### config.mk
export PLATFORM = sky130hd
export DESIGN_NAME = stream_src_driver
export DESIGN_NICKNAME = d
export VERILOG_FILES = /design/src/rtl/stream_src_driver.sv
export SDC_FILE = /design/constraint.sdc
export NUM_CORES = 1
export LEC_CHECK = 0
export ABC_AREA = 1
export BUFFER_PORTS_ARGS = -buffer_cell sky130_fd_sc_hd__buf_2
export CAP_MARGIN = 40
export CORE_UTILIZATION = 40
export CTS_CLUSTER_SIZE = 8
export DETAILED_ROUTE_END_ITERATION = 12
export GPL_TIMING_DRIVEN = 0
export PLACE_DENSITY_LB_ADDON = 0.05
export SLEW_MARGIN = 15
export SYNTH_ARGS = -nofsm -noshare
export SYNTH_HDL_FRONTEND = slang
export SYNTH_SLANG_ARGS = --single-unit
### constraint.sdc
create_clock -name clk -period 10.5 [get_ports clk]
set_clock_uncertainty 0.15 [all_clocks]
set_input_delay 2.1 -clock clk [delete_from_list [all_inputs] [get_ports clk]]
set_output_delay 2.1 -clock clk [all_outputs]
set_load 0.005 [all_outputs]
### src/rtl/stream_src_driver.sv
// Burst source for the 32-bit word stream: offers len words (incrementing or LFSR)
// under the rdy handshake, then counts/XORs the sink's done/dout results until complete or timeout.
module stream_src_driver #(
  parameter int DW      = 32,
  parameter int LEN_W   = 16,
  parameter int TIMEOUT = 1024
) (
  input  logic             clk,
  input  logic             rst,
  input  logic             start,
  input  logic [LEN_W-1:0] len,
  input  logic [DW-1:0]    seed,
  input  logic             mode,
  output logic             wen,
  output logic [DW-1:0]    din,
  input  logic             rdy,
  input  logic [DW-1:0]    dout,
  input  logic             done,
  output logic             busy,
  output logic [LEN_W-1:0] rx_cnt,
  output logic [DW-1:0]    chksum,
  output logic             complete,
  output logic             timeout_err
);
  localparam int TW = $clog2(TIMEOUT);
  localparam logic [TW-1:0] TMO_MAX = TW'(TIMEOUT - 1);

  typedef enum logic [1:0] {IDLE, SEND, WAIT, DONE} state_t;

  state_t           r_state, w_state_nxt;
  logic [DW-1:0]    r_word;
  logic [LEN_W-1:0] r_len, r_sent, r_rx_cnt;
  logic [DW-1:0]    r_chksum;
  logic [TW-1:0]    r_to_cnt;
  logic             r_mode, r_timeout_err;

  logic w_active, w_xfer, w_rx, w_quiet, w_tmo, w_last, w_rx_met, w_accept;
  logic [DW-1:0] w_word_nxt, w_seed_ld;

  assign w_active = (r_state == SEND) || (r_state == WAIT);
  assign w_xfer   = (r_state == SEND) && rdy;
  assign w_rx     = w_active && done;
  assign w_quiet  = w_active && !w_xfer && !done;
  assign w_tmo    = w_quiet && (r_to_cnt == TMO_MAX);
  assign w_last   = w_xfer && (r_sent == r_len - LEN_W'(1));
  assign w_rx_met = (r_state == WAIT) && (r_rx_cnt == r_len);
  assign w_accept = (r_state == IDLE) && start;

  // Galois right-shift LFSR (taps 0x80200003) or plain increment
  assign w_word_nxt = r_mode ? ((r_word >> 1) ^ (r_word[0] ? DW'(32'h80200003) : '0))
                             : r_word + DW'(1);
  // An all-zero LFSR state would lock up, so a zero seed starts at 1
  assign w_seed_ld  = (mode && seed == '0) ? DW'(1) : seed;

  always_ff @(posedge clk or posedge rst) begin
    if (rst) r_state <= IDLE;
    else     r_state <= w_state_nxt;
  end

  always_comb begin
    w_state_nxt = r_state;
    case (r_state)
      IDLE: if (start) w_state_nxt = (len != '0) ? SEND : DONE;
      SEND: if (w_tmo) w_state_nxt = DONE;
            else if (w_last) w_state_nxt = WAIT;
      WAIT: if (w_rx_met || w_tmo) w_state_nxt = DONE;
      DONE: w_state_nxt = IDLE;
      default: w_state_nxt = IDLE;
    endcase
  end

  always_ff @(posedge clk or posedge rst) begin
    if (rst) begin
      r_word        <= '0;
      r_len         <= '0;
      r_mode        <= 1'b0;
      r_sent        <= '0;
      r_rx_cnt      <= '0;
      r_chksum      <= '0;
      r_to_cnt      <= '0;
      r_timeout_err <= 1'b0;
    end else if (w_accept) begin
      r_len         <= len;
      r_mode        <= mode;
      r_word        <= w_seed_ld;
      r_sent        <= '0;
      r_rx_cnt      <= '0;
      r_chksum      <= '0;
      r_to_cnt      <= '0;
      r_timeout_err <= 1'b0;
    end else begin
      if (w_xfer) begin
        r_sent <= r_sent + LEN_W'(1);
        r_word <= w_word_nxt;
      end
      if (w_rx) begin
        if (r_rx_cnt != '1) r_rx_cnt <= r_rx_cnt + LEN_W'(1);
        r_chksum <= r_chksum ^ dout;
      end
      if (w_xfer || w_rx) r_to_cnt <= '0;
      else if (w_quiet)   r_to_cnt <= r_to_cnt + TW'(1);
      // A burst whose last result lands on the timeout cycle still counts as good
      if (w_tmo && !w_rx_met) r_timeout_err <= 1'b1;
    end
  end

  assign wen         = (r_state == SEND);
  assign din         = r_word;
  assign busy        = (r_state != IDLE);
  assign complete    = (r_state == DONE);
  assign rx_cnt      = r_rx_cnt;
  assign chksum      = r_chksum;
  assign timeout_err = r_timeout_err;
endmodule
# Word level (Yosys, flattened, before mapping)
# Cells that the tools add are included.
dict set report word_totals {
  wordCells 76
  reg_bits 126
}
dict set report op_classes {
  n_bitwise 2
  n_addsub 5
  reduce_logical 27
  mux 23
  n_eq_ne 10
}
# operator count
set ops {}
lappend ops {{2-to-1 mux 32 bit} 7}
lappend ops {{2-to-1 mux 16 bit} 5}
lappend ops {{adder 16 x 1 -> 16 bit, second input constant} 2}
lappend ops {{adder 32 x 1 -> 32 bit, second input constant} 1}
lappend ops {{equality test 16 bit} 2}
lappend ops {{logical NOT 32 bit} 1}
lappend ops {{bitwise XOR 31 x 32 -> 32 bit} 1}
lappend ops {{bitwise XOR 32 bit} 1}
lappend ops {{2-to-1 mux 10 bit} 3}
lappend ops {{inequality test 16 bit, second input constant} 1}
lappend ops {{nonzero test 16 bit} 1}
lappend ops {{subtractor 16 x 1 -> 16 bit, second input constant} 1}
lappend ops {{adder 10 x 1 -> 10 bit, second input constant} 1}
lappend ops {{equality test 10 bit, second input constant} 1}
lappend ops {{logical AND 1 bit} 10}
lappend ops {{2-to-1 mux 2 bit} 5}
lappend ops {{nonzero test 2 bit} 5}
lappend ops {{case mux 2 bit (4 select lines)} 1}
lappend ops {{equality test 2 bit, second input constant} 2}
lappend ops {{logical NOT 1 bit} 3}
lappend ops {{logical OR 1 bit} 3}
lappend ops {{inequality test 3 x 1 -> 1 bit, second input constant} 1}
lappend ops {{AND reduction 3 bit} 1}
lappend ops {{nonzero test 3 bit} 1}
lappend ops {{6 further kinds} 7}

# Longest topological paths before layout
# Gate-level depths: netlist of the first run.
dict set report logic_depth {
  word_depth 9
  ltp_mapped 16
  mapped_depth_nobuf 16
}

# Worst setup path before layout of the first run
# No wires, ideal clock.
dict set report synth_path {
  kind {input -> register}
  startpoint {input start}
  endpoint {register r_to_cnt[0]}
  path_buffers 1
  slack_ps 7027
  required_ps 10217
  path_stages 7
  arrival_time_ps 3190
  path_cell_list {nand2_1 > nand2_1 > nor2_1 > inv_1 > clkbuf_1 > a21oi_1 > a21oi_1}
}
dict set report synth_via {
  elab_chain_len 2
  elab_cells_between_ends 3
  classes_between {mux: 1; reduce/logical: 2}
}
# item line_no
set synth_rtl {}
lappend synth_rtl {{start: declaration} 10} ;# input logic start,
lappend synth_rtl {{logical AND 1 bit (*)} 47} ;# assign w_accept = (r_state == IDLE) && start;
lappend synth_rtl {{nonzero test 3 bit (no source line) / 2-to-1 mux 10 bit (equally long branches)} --}
lappend synth_rtl {{end signal: assignment} 101} ;# else if (w_quiet) r_to_cnt <= r_to_cnt + TW'(1);
lappend synth_rtl {{end: declaration} 34} ;# logic [TW-1:0] r_to_cnt;
# Every way passes the cells marked *; elsewhere a longest branch is shown, timed or not.
# A chain may end at the register's enable or synchronous reset.

# Final worst setup path of the first run
dict set report layout_path {
  startpoint {input start}
  endpoint {register r_sent[0]}
}
dict set report layout_via {
  elab_chain_len 2
  elab_cells_between_ends 3
  classes_between {mux: 1; reduce/logical: 2}
}
# item line_no
set layout_rtl {}
lappend layout_rtl {{logical AND 1 bit (*)} 47}
lappend layout_rtl {{2-to-1 mux 16 bit / nonzero test 2 bit (equally long branches)} --}
lappend layout_rtl {{end signal: assignment} 93} ;# r_sent <= r_sent + LEN_W'(1);
lappend layout_rtl {{end: declaration} 32} ;# logic [LEN_W-1:0] r_len, r_sent, r_rx_cnt;
# Marked as above.

==> results_dict.tcl, run 1 <==
set metrics [dict create \
    synth_edf_count 0 \
    cts_tree "yes" \
    yosys_warnings 0 \
    grt_remaining_overflow 0 \
    clkTransAtPathRegs_ns 0.06 \
    via_count 7931 \
    clock.fmax_mhz 265 \
    ctsResizeCount 0 \
    hold_buffers 0 \
    grt_first_pass_wirelength_mm 38.9 \
    tightest_slew_ns 0.780 \
    ios 170 \
    layout-drive-gt1-share 0.186 \
    drv_cap 0 \
    cts_buffers 17 \
    ys_top_cells_by_area "dfrtp_1, nand2_1, inv_1" \
    coreArea_sq_um 19500 \
    finalSetupTns_ns 0 \
    peakVddDrop_uv 160 \
    synthArstFlopShare 1.00 \
    die_x_microns 143 \
    worstSetupStartpointType "primary input" \
    instances_no_fill 1575 \
    yosys.area.top_type "dfrtp_1" \
    multiInputGateArea_sq_um 4080 \
    dr_wl_met2_mm 11.4 \
    drtPass1Iterations 7 \
    fin_hold_ws_ns 0.304 \
    num-fill-cells 2000 \
    crit_fanout 10 \
    critical_path_class "primary input to flip-flop" \
    drt_iter0_drc 496 \
    dr_wl_met3_microns 984 \
    synth-main-ff-cell "dfrtp_1" \
    die_area_sq_um 20500 \
    diodes 0 \
    finalPower_uw 2620 \
    final_cell_mix "nand2_1, buf_2, inv_1" \
    critPathArrivalTime_ns 3.89 \
    met1Wirelength_mm 11.6 \
    final_common_cell "nand2_1" \
    status "finished clean" \
    setup_viol 0 \
    top_layer "met4" \
    dp.cells 1543 \
    clk_latency_ns 0.43 \
    cts_root_buf "clkbuf_16" \
    via_per_inst 5.04 \
    place_congestion 0.849 \
    grt_pass1_vias 7284 \
    grt_usage 0.248 \
    cts_buffer_depth 2 \
    hpwl_mm 18.0 \
    antenna_left 0 \
    cts_max_level 4 \
    finalCritPeriodShare 0.359 \
    rsz0062_at_grt "false" \
    worstSetupEndpointType "flip-flop" \
    syn2layout_area_growth_pct 22.7 \
    synth_area_sq_um 7970 \
    ys_types 46 \
    ys_ff_latch 126 \
    nets 1393 \
    final_hold_viol_count 0 \
    finalMaxSlewViolations 0 \
    initial_core_util 0.409 \
    die_h_microns 143 \
    numPortBuffers 169 \
    drt-total-wl_mm 24.5 \
    syn_area_per_cell_sq_um 7.19 \
    synth.top_cell.area_share 0.396 \
    regArea_sq_um 3150 \
    hp-class "flip-flop to flip-flop" \
    power_density_nw_per_um2 268 \
    wire_per_inst_microns 15.5 \
    synth_fp_nets 1204 \
    postCtsSetupBuffers 0 \
    drc 0 \
    rows 51 \
    crit_required_ns 10.62 \
    clock-sinks 126 \
    syn-instance-count 1108 \
    p_leak_uw 0.00488 \
    ys_seq_area_frac 0.396 \
    min_period_ns 3.77 \
    antenna_found_initial 0 \
    grt_max_degree 65 \
    slew_headroom 0.480 \
]
## critical path, cell delays in order
cell,delay [ns]
buf_2,0.08
nand2_1,0.21
nand2_1,0.28
clkbuf_1,0.43
clkbuf_1,0.57
o21ai_0,0.20
## routing by layer
layer,track usage,vias up
li1,-,4013
met1,0.343,3675
met2,0.402,216
met3,0.0322,27
met4,0.0764,0
met5,0,-
## cell type report
class                   instances  area share
plain buffers                  37      0.0154
clock buffers                  20      0.0467
clock inverters                12      0.0138
inverters                     155      0.0603
multi-input cells             790       0.418
flip-flops and latches        126       0.323
well taps                     265      0.0339
repair buffers                170      0.0894
## cells by family after synthesis
| logic type | Yosys count | synth area share |
|---|---|---|
| compound gates | 229 | 0.161 |
| buf+inv | 192 | 0.0919 |
| flops | 126 | 0.396 |
| simple gates | 498 | 0.278 |
| fa+ha+maj | 10 | 0.0157 |
| xor+xnor | 53 | 0.0583 |
## where the power goes
group	internal [uW]	switching, uW
registers	644	200
clock network	364	240
logic	434	740
total	1440	1180
## registers in the layout (all words and copies together) (netlist names)
name and flops:
r_sent 16, din 32, r_state 2, r_mode 1
r_len 16, chksum 32, timeout_err 1, rx_cnt 16
r_to_cnt 10
## stage by stage
step	cell area (sq um)	setup WS (ns)	util
3_5_place_dp	9180	6.25	0.472
5_1_grt	9770	6.55	0.502
3_3_place_gp	9140	2.99	0.470
6_report	9770	6.73	0.502
2_1_floorplan	7970	4.89	-
4_1_cts	9770	6.68	0.502
## worst paths after layout
| path | start | endpoint | slack [ns] | cells after the start |
|---|---|---|---|---|
| max | start | r_sent[0]$_DFFE_PP0P_ | 6.73 | 6 |
| min | chksum[17]$_DFFE_PP0P_ | chksum[17]$_DFFE_PP0P_ | 0.30 | 1 |
| max reg2reg | r_state[0]$_DFFE_PP0P_ | r_sent[0]$_DFFE_PP0P_ | 7.73 | 7 |
| min reg2reg | chksum[17]$_DFFE_PP0P_ | chksum[17]$_DFFE_PP0P_ | 0.30 | 1 |
| max in group asynchronous | rst | din[28]$_DFFE_PP0P_ | 7.96 | 3 |
| min in group asynchronous | rst | chksum[5]$_DFFE_PP0P_ | 1.55 | 2 |
## synth_stat cells (2+ instances only)
cell type / instances
a22oi_1: 12
dfrtp_1: 126
nand4_1: 24
buf_1: 5
nor2_1: 120
a21oi_1: 82
inv_1: 149
and2_1: 2
o22ai_1: 4
a221oi_1: 6
nand3b_1: 4
o211ai_1: 4
xnor2_1: 19
xor2_1: 34
inv_2: 5
nand2_2: 5
o31ai_1: 3
nor4_1: 9
nor3b_1: 4
nor2_4: 5
o2111ai_1: 2
ha_1: 10
buf_2: 3
nand3_1: 49
nand2_1: 229
nor2_2: 13
or2_2: 5
a32oi_1: 2
a31oi_1: 5
nor3_1: 24
o21ai_1: 14
clkbuf_1: 28
o21ai_0: 89
No activity file was read; power rests on OpenSTA's default activity.
==> inputs of run 2 (changes only) <==
==> constraint.sdc (replaced) <==
create_clock -name clk -period 3.15 [get_ports clk]
set_clock_uncertainty 0.15 [all_clocks]
set_input_delay 0.63 -clock clk [delete_from_list [all_inputs] [get_ports clk]]
set_output_delay 0.63 -clock clk [all_outputs]
set_load 0.005 [all_outputs]
==> run 2 against run 1 <==
Against the previous run:
- sequential cell count did not move
- wire length fell by 0.41%
- combinational power rose to 3.3 times the previous value
- sequential share of layout area shrank 0.22 points
- register-to-register slack lost 7.3 ns
==> results_dict.tcl, run 2 (same netlist as run 1, synthesis figures left out) <==
set metrics [dict create \
    cts_buffer_depth 2 \
    ctsResizeCount 0 \
    worstSetupStartpointType "flip-flop" \
    drt_iter0_drc 457 \
    die_area_sq_um 20500 \
    p_sw_frac 0.447 \
    place_congestion 0.854 \
    clk_latency_ns 0.42 \
    diodes 0 \
    syn2layout_area_growth_pct 23.5 \
    die_h_microns 143 \
    min_period_ns 2.69 \
    clock-sinks 126 \
    antenna_left 0 \
    worstSetupEndpointType "flip-flop" \
    status "finished clean" \
    numPortBuffers 169 \
    rows 51 \
    p_leak_uw 0.00490 \
    tightest_slew_ns 0.771 \
    final_hold_viol_count 0 \
    grt_first_pass_wirelength_mm 38.8 \
    grt_max_degree 30 \
    grt_pass1_vias 7332 \
    hp-class "primary input to async pin" \
    ios 170 \
    crit_fanout 10 \
    hold_buffers 0 \
    critPathArrivalTime_ns 2.88 \
    final_common_cell "nand2_1" \
    clkTransAtPathRegs_ns 0.06 \
    antenna_found_initial 0 \
    finish.utilization 0.505 \
    grt_remaining_overflow 0 \
    critical_path_class "flip-flop to flip-flop" \
    fin_hold_ws_ns 0.111 \
    crit_required_ns 3.34 \
    finalSetupTns_ns 0 \
    via_count 7913 \
    finalCritPeriodShare 0.855 \
    postCtsSetupBuffers 0 \
    cts_max_level 4 \
    die_x_microns 143 \
    p_int_uw 4860 \
    reg2reg_depth 8 \
    hpwl_mm 18.5 \
    wire_per_inst_microns 15.4 \
    cts_tree "yes" \
    grt_usage 0.248 \
    power_frac_clock 0.234 \
    setup_viol 0 \
    cts_buffers 17 \
    via_per_inst 5.01 \
    coreArea_sq_um 19500 \
    initial_core_util 0.409 \
    cts_root_buf "clkbuf_16" \
    pwr-share-comb 0.445 \
    p_switching_uw 3930 \
    drc 0 \
    num-fill-cells 2020 \
    nets 1396 \
    finalMaxSlewViolations 0 \
    drtPass1Iterations 6 \
    final_cell_mix "nand2_1, buf_2, inv_1" \
    drv_cap 0 \
    power_density_nw_per_um2 893 \
    pwr-share-seq 0.321 \
    slew_headroom 0.486 \
    drt-total-wl_mm 24.4 \
    peakVddDrop_uv 501 \
    clock.fmax_mhz 371 \
    layout-drive-gt1-share 0.188 \
    rsz0062_at_grt "false" \
]
-- run 2: final timing paths --
kind,from,to,slack [ns]
max in group asynchronous,rst,r_sent[15]$_DFFE_PP0P_,1.97
setup reg to reg,r_state[0]$_DFFE_PP0P_,din[11]$_DFFE_PP0P_,0.46
min in group clk,len[12],r_len[12]$_DFFE_PP0P_,0.28
hold / removal,rst,chksum[8]$_DFFE_PP0P_,0.11
setup / recovery,r_state[0]$_DFFE_PP0P_,din[11]$_DFFE_PP0P_,0.46
hold reg to reg,chksum[10]$_DFFE_PP0P_,chksum[10]$_DFFE_PP0P_,0.31
-- run 2: metrics by stage --
step	cells	area (sq um)	worst slack [ns]	power, uW
2_1_floorplan	1108	7970	0.817	5320
6_report	1578	9840	0.458	8790
5_1_grt	1578	9840	0.204	9510
3_3_place_gp	1542	9150	-0.223	6700
3_5_place_dp	1546	9230	0.444	6760
4_1_cts	1578	9840	0.436	8860
-- run 2: layout make-up --
cell class / count / area (sq um) / area share
tap: 265 / 332 / 0.0337
multi-input combinational: 790 / 4080 / 0.415
timing repair buffer: 173 / 926 / 0.0941
clock buffer: 18 / 429 / 0.0436
inverter: 155 / 586 / 0.0595
sequential: 126 / 3150 / 0.321
clock inverter: 14 / 181 / 0.0184
buffer: 37 / 150 / 0.0153
-- run 2: critical path: stages, from the launching register on --
cell and delay [ns]:
dfrtp_1 0.43, inv_1 0.13, ha_1 0.18, nand2_1 0.21, inv_2 0.25, buf_2 0.29
buf_1 0.62, nand2_1 0.11, a32oi_1 0.23
-- run 2: power groups by stage --
stage / combinational, uW / clock [uW] / sequential [uW]
floorplan: 2610 / 0 / 2700
global placement: 3860 / 0 / 2840
detailed placement: 3930 / 0 / 2830
CTS: 3940 / 2100 / 2810
global route: 4440 / 2160 / 2910
finish: 3910 / 2060 / 2820
-- run 2: routing by layer --
layer | global-route usage | vias up | wire (microns) | part of all wire
met2 | 0.415 | 188 | 11500 | 0.47
met4 | 0.0753 | 0 | 398 | 0.016
met1 | 0.331 | 3685 | 11300 | 0.46
met3 | 0.0355 | 29 | 1190 | 0.049
li1 | - | 4011 | - | -
met5 | 0 | - | 0 | 0
